`config.mk`:
```
export PLATFORM = sky130hd
export DESIGN_NAME = run_controller
export DESIGN_NICKNAME = d
export VERILOG_FILES = /design/src/rtl/run_controller.sv
export SDC_FILE = /design/constraint.sdc
export NUM_CORES = 1
export LEC_CHECK = 0
export ABC_CLOCK_PERIOD_IN_PS = 2370
export BUFFER_PORTS_ARGS = -buffer_cell sky130_fd_sc_hd__buf_4
export CORE_ASPECT_RATIO = 2
export CORE_MARGIN = 3
export CORE_UTILIZATION = 46
export DETAILED_ROUTE_END_ITERATION = 10
export HOLD_SLACK_MARGIN = 0.06
export PLACE_DENSITY_LB_ADDON = 0.15
export SETUP_SLACK_MARGIN = 0.5
export SLEW_MARGIN = 15
export SYNTH_ARGS = -nofsm -noshare
export SYNTH_HDL_FRONTEND = slang
export SYNTH_SLANG_ARGS = --single-unit
```
`constraint.sdc`:
```
create_clock -name origclk -period 2.37 [get_ports origclk]
set_clock_uncertainty 0.1 [all_clocks]
set_input_delay 0.237 -clock origclk [delete_from_list [all_inputs] [get_ports origclk]]
set_output_delay 0.237 -clock origclk [all_outputs]
set_load 0.01 [all_outputs]
```
`src/rtl/run_controller.sv`:
```
// run_controller: fetch/execute sequencer between the 8-bit core and its ROM.
// Define BREAKPOINT_EN to add a PC breakpoint with halt and single-pass resume.
module run_controller #(
   parameter int PROG_LEN = 21,
   parameter int CNT_W    = 16
) (
   input  logic             origclk,
   input  logic             reset,
   input  logic             run,
   input  logic             step,
   input  logic             halt_req,
   input  logic [7:0]       cpu_pc,
   output logic [7:0]       rom_addr,
   input  logic [7:0]       rom_data,
   output logic [7:0]       cpu_instruction,
   output logic             cpu_en,
   output logic [1:0]       state,
   output logic             done,
   output logic             bp_hit,
   input  logic [7:0]       bp_addr,
   input  logic             bp_valid,
   output logic [CNT_W-1:0] retired
);

   typedef enum logic [1:0] {
      S_IDLE  = 2'b00,
      S_FETCH = 2'b01,
      S_EXEC  = 2'b10,
      S_HALT  = 2'b11
   } state_t;

   state_t           r_state;
   logic             r_step_q;
   logic             r_single;
   logic             r_skip;
   logic             r_cpu_en;
   logic             r_done;
   logic             r_bp_hit;
   logic [7:0]       r_instr;
   logic [CNT_W-1:0] r_retired;

   logic             w_step_edge;
   logic             w_end;
   logic             w_bp;

   assign rom_addr    = cpu_pc;
   assign w_step_edge = step & ~r_step_q;
   assign w_end       = ({24'd0, cpu_pc} >= 32'(PROG_LEN));

`ifdef BREAKPOINT_EN
   assign w_bp = bp_valid & (cpu_pc == bp_addr) & ~r_skip;
`else
   logic w_unused;
   assign w_unused = ^{bp_addr, bp_valid, r_skip};
   assign w_bp     = 1'b0;
`endif

   always_ff @(posedge origclk or negedge reset) begin
      if (!reset) begin
         r_state   <= S_IDLE;
         r_step_q  <= 1'b0;
         r_single  <= 1'b0;
         r_skip    <= 1'b0;
         r_cpu_en  <= 1'b0;
         r_done    <= 1'b0;
         r_bp_hit  <= 1'b0;
         r_instr   <= 8'h00;
         r_retired <= '0;
      end else begin
         r_step_q <= step;
         r_cpu_en <= 1'b0;
         unique case (r_state)
            S_IDLE: begin
               if (halt_req) begin
                  r_state <= S_HALT;
               end else if (run | w_step_edge) begin
                  r_state  <= S_FETCH;
                  r_single <= ~run;
               end
            end
            S_FETCH: begin
               if (w_end) begin
                  r_state <= S_HALT;
                  r_done  <= 1'b1;
               end else if (w_bp) begin
                  r_state  <= S_HALT;
                  r_bp_hit <= 1'b1;
               end else begin
                  r_instr  <= rom_data;
                  r_cpu_en <= 1'b1;
                  r_state  <= S_EXEC;
               end
            end
            S_EXEC: begin
               if (r_retired != '1) begin
                  r_retired <= r_retired + 1'b1;
               end
               r_skip <= 1'b0;
               if (halt_req) begin
                  r_state <= S_HALT;
               end else if (r_single) begin
                  r_state <= S_IDLE;
               end else if (run) begin
                  r_state <= S_FETCH;
               end else begin
                  r_state <= S_IDLE;
               end
            end
            S_HALT: begin
               // end of program is terminal; only reset leaves it
               if (!r_done && !halt_req && !run) begin
                  r_state  <= S_IDLE;
                  r_skip   <= r_bp_hit;
                  r_bp_hit <= 1'b0;
               end
            end
         endcase
      end
   end

   assign cpu_instruction = r_instr;
   assign cpu_en          = r_cpu_en;
   assign state           = r_state;
   assign done            = r_done;
   assign bp_hit          = r_bp_hit;
   assign retired         = r_retired;

endmodule

```
==> results.md, run 1 <==
- Max IR drop VDD: ~0.00056 V
- Post-Syn Area: approximately 1500 um^2
- Nets: 212
- Final Cell Area: 1970 um^2
- DP HPWL: roughly 2.4 mm
- TNS Setup: 0 ns
- PwrDens: 739 nW/um^2
- Max-Cap Viols: 0
- Synthesized area per cell: roughly 12 um^2
- Post-synth top flop: dfrtp_1
- GRT Total Usage: 17.2%
- Initial core utilization: 48.5%
- Initial antenna violation count: 0
- Slew Limit Fails: 0
- Wire per inst: between 10 and 15 um
- Status: completed
- Total grt overflow: 0
- Setup-failing EPs final: 0
- Total CTS buffers: 5
- Post-synth top area share: approximately half
- Cell variety after synth: 37
- Vias in the first global route: 1134
- Clk Latency, worst-skew pair: 0.28 ns
- FMAX: 561 MHz
- Ant diodes: 0
- Leakage power: 1.00 nW
- Min-delay worst type: in -> reg
- 1st-iter DRT viols: 5
- Fillers: 241
- Fin. Hold Viols: 0
- Placement Cell Area: between 1500 and 2000 um^2
- Clock transition at path regs: 0.06 ns
- Fin util: 65.5%
- Number of synthesized flops with an enable pin: 0
- H-tree levels: 2
- Critical Path Max Stage Delay: 0.41 ns
- Post-CTS setup buffers: 0
- Critical path class: reg -> reg
- Largest net degree at the start of global routing: 31
- Die Height: 85.7 um
- Layout cells sized above 1: 46.2%
- CTS tree: built
- Layout Area Growth over Synthesis: 35.0%
- Crit. End Element: flop
- CP top delay family: simple AND/OR/NAND/NOR gates
- Worst EP required: 2.44 ns
- Asr flop ratio synth: 100%
- Crit-path slowest cell: dfrtp_1
- Clock Sinks: 30
- Vias: 1131
- Top Ports: 67
- First-pass GRT wire length: slightly below 5 mm
- Antenna Nets Post-Route: 0
- CP Launch Type: flop
- Gate Count Post-Synth: 126
- Drt drc: 0
- Vias per cell: 5.33
- CTS Buffer Depth: 2
- Synth warnings: 0
- Routed WL: roughly 3.1 mm
- Routability cong.: 0.777
- Core ar.: 3010 um^2
- Commonest cells after routing, fill and taps aside: buf_4, dfrtp_1, nor3_1, mux2_2, xor2_1
- PortBufs: 56
- Clk root buf: clkbuf_8
- Cell row count: 28
- Synth area leader: dfrtp_1
- Final Power: between 1 and 1.5 mW
- CP Buf/Inv Count: 0
- Tcrit/Tclk final: 75.3%
- Arrival time worst endpoint: 1.85 ns
- Sequential fraction of the synthesis area: between 50% and 60%
- Drt pass-1 iters: 4
- CP Max Fanout: 8
- Synth area leaders: dfrtp_1, mux2_2, buf_4, xor2_1, nor3_1
- Seq cells post-synth: 30
- Crit path cell chain: ha_2, and4_4, and4b_4, nor2_4, mux2_4
- Commonest non-fill, non-tap cell in the layout: buf_4
- Fin crit period: 1.78 ns
- Die Area: between 3000 and 4000 um^2
- Die Width: 45.9 um
- RSZ-0062 raised after global routing: false
- Syn Nets: 157
==> flip-flops by register name (all words and copies together), names as in the netlist <==
signal,cells
retired,16
cpu_en,1
done,1
r_step_q,1
r_single,1
cpu_instruction,8
state,2
==> cell families (layout without fill, tap and decap cells) <==
kind of cell / count (synthesis) / count (layout) / share of synthesized area, %
and+or+nand+nor: 42 / 42 / 19.2
DFF: 30 / 30 / 51.3
buffers and inverters: 17 / 73 / 7.78
AOI/OAI and AO/OA: 14 / 14 / 5.99
muxes: 11 / 11 / 8.64
xor gates and xnor gates: 10 / 10 / 5.99
adders and majority gates: 1 / 1 / 0.855
other: 1 / 1 / 0.256
==> Yosys cell counts (2+ instances only) <==
cell / n
dfrtp_1: 30
nor2b_1: 3
nand4_2: 2
inv_1: 4
nor3_1: 9
and3_1: 2
xnor2_1: 3
o21a_1: 3
buf_4: 11
mux2_2: 9
nand2_1: 5
a21oi_1: 5
xor2_1: 7
a31oi_1: 2
nand2b_1: 2
nand4_1: 3
nor2_1: 2
nand3_1: 5
==> path summary, 6_finish.rpt <==
path                              from                  to  slack [ns]  depth (start not counted)
max                         retired[0]          retired[1]        0.59                          5
min                        rom_data[0]  cpu_instruction[0]        0.09                          2
max reg2reg                 retired[0]          retired[1]        0.59                          5
min reg2reg                retired[15]         retired[15]        0.41                          1
max in group asynchronous        reset  cpu_instruction[2]        1.56                          2
min in group asynchronous        reset          retired[6]        0.33                          2
==> stage by stage <==
| step | cells | hold WS (ns) | setup slack, ns |
|---|---|---|---|
| 2_1_floorplan | 126 | -0.159 | 0.502 |
| 6_report | 212 | 0.0870 | 0.586 |
| 3_5_place_dp | 200 | 0.0839 | 0.469 |
| 3_3_place_gp | 200 | 0.0775 | 0.497 |
| 4_1_cts | 212 | 0.0751 | 0.530 |
| 5_1_grt | 212 | 0.0782 | 0.510 |
==> report_power, final <==
| group | total (mW) | leakage, nW | internal (mW) | switching [mW] |
|---|---|---|---|---|
| clock | 0.415 | 0.0482 | 0.234 | 0.182 |
| combinational | 0.368 | 0.568 | 0.216 | 0.153 |
| sequential | 0.676 | 0.389 | 0.596 | 0.0805 |
==> layer usage <==
layer	wire length [um]	track usage, %
met1	1100	16.2
met2	1700	30.7
met3	252	5.46
met4	59	8.55
met5	0	0
==> area by class of cell <==
cell class                 count  area (um^2)  area share (%)
inverter                       4         15.0           0.760
clock inverter                 1         5.00           0.253
timing repair buffer          61          468            23.7
clock buffer                   7         86.3            4.37
multi-input combinational     79          612            31.0
tap                           30         37.5            1.90
sequential                    30          751            38.0
==> repair_timing <==
action,4_1_cts,5_1_grt
endpoints found under the setup margin,1,2
hold buffers,4,0
gates resized for setup,1,2
hold endpoints to repair,33,0
Power figures use the tool's default switching activity.
==> inputs of run 2 (changes only) <==
- ABC_CLOCK_PERIOD_IN_PS: 2370 -> 1700
- clock period: 2.37 -> 1.7 ns (I/O delays scaled with it)
==> results.md, run 2 (same netlist as run 1, synthesis figures left out) <==
- Status: complete, but fails checks
- Violated checks: setup timing
- Nets: 262
- Drt pass-1 iters: 4
- Commonest non-fill, non-tap cell in the layout: buf_4
- Arrival time worst endpoint: between 1.5 and 2 ns
- Max-Cap Viols: 0
- Fin crit period: 1.74 ns
- Leakage power: 1.38 nW
- Core ar.: 3010 um^2
- Setup-failing EPs final: 4
- Commonest cells after routing, fill and taps aside: buf_4, buf_6, dfrtp_1
- H-tree levels: 2
- CP Max Fanout: 8
- Initial core utilization: 48.5%
- Critical path class: reg -> reg
- Initial antenna violation count: 0
- Drt drc: 0
- Antenna Nets Post-Route: 0
- Wire per inst: 21.2 um
- PwrDens: 941 nW/um^2
- Top Ports: 67
- Max IR drop VDD: 0.000978 V
- Die Height: approximately 86 um
- Layout Area Growth over Synthesis: 84.3%
- Ant diodes: 0
- Cell row count: 28
- Routability cong.: 0.823
- Placed Cells: 216
- CP Launch Type: flop
- Die Area: 3930 um^2
- Layout cells sized above 1: 63.4%
- Fillers: 141
- Vias: between 1k and 1.5k
- Die Width: 45.9 um
- Tcrit/Tclk final: 103%
- Clock transition at path regs: 0.06 ns
- Final Cell Area: about 2700 um^2
- DP HPWL: 2.67 mm
- TNS Setup: -0.0663 ns
- Crit. End Element: flop
- Slew Limit Fails: 0
- Routed WL: approximately 5.6 mm
- Vias per cell: about 5.5
- Min setup slack post-route: -0.0441 ns
- Placement Cell Area: 1990 um^2
- FMAX: 573 MHz
- Worst R2R Setup Slack: -0.04 ns
- RSZ-0062 raised after global routing: true
- Worst-margin pin slew: 0.493 ns
- Clk Latency, worst-skew pair: approximately 0.29 ns
- 1st-iter DRT viols: 22
- Hold Worst Slack: roughly 0.17 ns
- PortBufs: 56
- Clk root buf: clkbuf_8
- CTS Buffer Depth: 2
- CTS tree: built
- Total CTS buffers: 5
- Total grt overflow: 0
- Fin. Hold Viols: 0
- Slew HR: 66.9%
- Vias in the first global route: 1486
- Post-Layout Cell Count: ~260
- First-pass GRT wire length: 6.84 mm
- Clock Sinks: 30
- Fin util: 89.5%
- Max FFs per register: 16
- Largest net degree at the start of global routing: 31
- Worst EP required: between 1.5 and 2 ns
- GRT Total Usage: 24.0%
- Min-delay worst type: in -> reg
run 2: changes by cell type in the layout (fill, tap and decap cells not counted), moves of 6 or more:
| cell | change |
|---|---|
| mux2_4 | +9 |
| mux2_2 | -9 |
| nor3_2 | +6 |
| nor3_1 | -8 |
| dlygate4sd3_1 | +8 |
| buf_6 | +32 |
| buf_4 | +9 |
run 2: per-layer routing:
layer  global-route usage, %  routed length (um)  share of wire (%)
met1                    24.5                1910                 34
met2                    44.0                3300                 59
met3                    4.20                 213                3.8
met4                    10.6                 125                2.3
met5                       0                   0                  0
run 2: cell type report:
type	instances	area, um^2	area share [%]
Clock buffer	7	86.3	3.20
Clock inverter	1	5.00	0.186
Inverter	4	22.5	0.836
Multi-Input combinational cell	80	815	30.2
Sequential cell	30	753	27.9
Tap cell	30	37.5	1.39
Timing Repair Buffer	110	976	36.2
run 2: metrics by stage:
step	worst slack, ns	total power, mW
6_report	-0.0441	2.54
3_5_place_dp	-0.0884	1.57
2_1_floorplan	-0.141	1.22
4_1_cts	0.0634	2.24
3_3_place_gp	-0.0283	1.54
5_1_grt	-0.0691	2.62
run 2: path summary, 6_finish.rpt:
check | start | to | cells after the start
max | retired[0] | retired[4] | 6
max reg2reg | retired[0] | retired[4] | 6
max in group asynchronous | reset | state[1] | 2
min reg2reg | retired[15] | retired[15] | 1
min in group asynchronous | reset | retired[14] | 2
min | run | state[1] | 3
run 2: worst max-delay path: stages, from the launching register on:
cell     delay [ns]
dfrtp_1        0.42
ha_4           0.19
and4_4         0.17
and4b_4        0.23
buf_4          0.15
nor3_2         0.19
xor2_1         0.21
run 2: timing repair:
item | CTS | global route
hold buffers | 12 | 0
setup endpoints to repair | 35 | 40
pin swaps | 11 | 12
resized for setup | 21 | 47
gates cloned | 1 | 0
buffers inserted | 14 | 11
hold endpoints to repair | 42 | 0
run 2: power by group:
part,internal (mW),total [mW],switching (mW)
sequential,0.834,0.963,0.129
clock,0.326,0.597,0.272
combinational,0.571,0.975,0.404
==> inputs of run 3 (changes only) <==
- CORE_MARGIN: 3 -> unset
==> results.md, run 3 (same netlist as run 1, synthesis figures left out) <==
- Placed Cells: 220
- Commonest cells after routing, fill and taps aside: buf_4, dfrtp_1, buf_6
- Initial core utilization: 49.1%
- Critical path class: reg -> reg
- Crit. End Element: flop
- Arrival time worst endpoint: between 1.5 and 2 ns
- PwrDens: 890 nW/um^2
- Clk Latency, worst-skew pair: 0.29 ns
- Drt drc: 0
- Max IR drop VDD: slightly above 0.0008 V
- Initial antenna violation count: 0
- GRT Total Usage: 26.0%
- Critical Path Max Stage Delay: between 0.3 and 0.4 ns
- Routability cong.: 0.860
- Leakage power: 1.33 nW
- R2r worst-path depth: 6
- Nets: 257
- Crit-path slowest cell: dfrtp_1
- Ant diodes: 0
- Violated checks: setup timing
- H-tree levels: 2
- Vias: 1428
- FMAX: 579 MHz
- 1st-iter DRT viols: 43
- Die Width: 41.9 um
- Routed WL: 5.14 mm
- Vias per cell: 5.56
- Largest net degree at the start of global routing: 31
- Fin. Hold Viols: 0
- Crit path depth: 6
- Vias in the first global route: 1459
- Crit path cell chain: ha_2, and4_4, and4b_4, buf_12, nor3b_4, xor2_1
- Final Cell Area: 2610 um^2
- CTS tree: built
- First-pass GRT wire length: 6.52 mm
- Total grt overflow: 0
- Slew Limit Fails: 0
- Min setup slack post-route: -0.0283 ns
- Fin crit period: about 1.7 ns
- Max FFs per register: 16
- Top Ports: 67
- CP Launch Type: flop
- Layout cells sized above 1: 59.5%
- Worst EP required: 1.80 ns
- CP Max Fanout: 7
- Commonest non-fill, non-tap cell in the layout: buf_4
- Setup-failing EPs final: 2
- Fillers: 138
- CP Buf/Inv Count: 1
- Layout Area Growth over Synthesis: 78.3%
- Die Height: 81.7 um
- Clk root buf: clkbuf_8
- Clock Sinks: 30
- Hold depth: 3
- Min-delay worst type: in -> reg
- Max-Cap Viols: 0
- Wire per inst: 20.0 um
- CTS Buffer Depth: 2
- Clock transition at path regs: 0.07 ns
- PortBufs: 56
- Core ar.: 2980 um^2
- Status: complete, but fails checks
- Post-Layout Cell Count: 257
- DP HPWL: roughly 2.5 mm
- Tcrit/Tclk final: 102%
- Drt pass-1 iters: 4
- Placement Cell Area: 2020 um^2
- RSZ-0062 raised after global routing: true
- Cell row count: 28
- CP top delay family: simple AND/OR/NAND/NOR gates
- Antenna Nets Post-Route: 0
- Total CTS buffers: 5
- Die Area: approximately 3400 um^2
## run 3: changes by cell type in the layout (fill, tap and decap cells not counted), moves of 3 or more
cell    before  now
buf_6       32   29
nor3_2       6    3
nor3_1       1    4
buf_4       66   63
## run 3: routing by layer
layer	up-vias	global-route usage (%)	routed length, um
li1	638	-	-
met1	710	22.4	1730
met2	65	50.8	2950
met3	15	8.35	264
met4	0	13.9	197
met5	-	0	0
## run 3: area by class of cell
| class | count | area, um^2 | area share, % |
|---|---|---|---|
| inverter | 4 | 22.5 | 0.864 |
| clock inverter | 2 | 12.5 | 0.480 |
| sequential | 30 | 752 | 28.8 |
| timing repair buffer | 105 | 940 | 36.0 |
| multi-input combinational | 80 | 761 | 29.2 |
| tap | 30 | 37.5 | 1.44 |
| clock buffer | 6 | 82.6 | 3.17 |
## run 3: stage by stage
stage	utilization [%]	hold WS [ns]	power [mW]	setup WS, ns	setup TNS, ns
after floorplan	-	-0.226	1.22	-0.141	-0.383
after global placement	67.7	0.0113	1.53	-0.0435	-0.0550
after detailed placement	67.7	0.0156	1.55	-0.0703	-0.118
after CTS	81.1	0.0998	2.22	0.0564	0
after global routing	87.6	0.117	2.43	-0.0796	-0.230
final	87.6	0.101	2.32	-0.0283	-0.0512
## run 3: timing repair
action / 4_1_cts / 5_1_grt
setup endpoints to repair: 37 / 42
hold buffers: 12 / 0
endpoints found under the hold margin: 42 / 0
cloned: 1 / 0
pin swaps: 9 / 4
resized for setup: 21 / 35
buffers inserted: 10 / 6
## run 3: final timing paths
path                            slack [ns]               start                 end
worst max-delay path                 -0.03          retired[1]          retired[2]
worst min-delay path                  0.10                 run            state[1]
worst max register to register       -0.03          retired[1]          retired[2]
worst min register to register        0.42  cpu_instruction[0]  cpu_instruction[0]
max in group asynchronous             0.96               reset            state[1]
min in group asynchronous             0.24               reset                done
## run 3: worst register-to-register path, stage by stage (launching register included)
cell and delay (ns):
dfrtp_1 0.39, ha_2 0.21, and4_4 0.18, and4b_4 0.22
buf_12 0.14, nor3b_4 0.20, xor2_1 0.21
## run 3: report_power, final
| group | leakage [nW] | switching [mW] | total, mW | internal, mW |
|---|---|---|---|---|
| registers | 0.388 | 0.0980 | 0.929 | 0.831 |
| clock network | 0.0472 | 0.285 | 0.610 | 0.325 |
| logic | 0.893 | 0.323 | 0.781 | 0.457 |
| total | 1.33 | 0.707 | 2.32 | 1.61 |
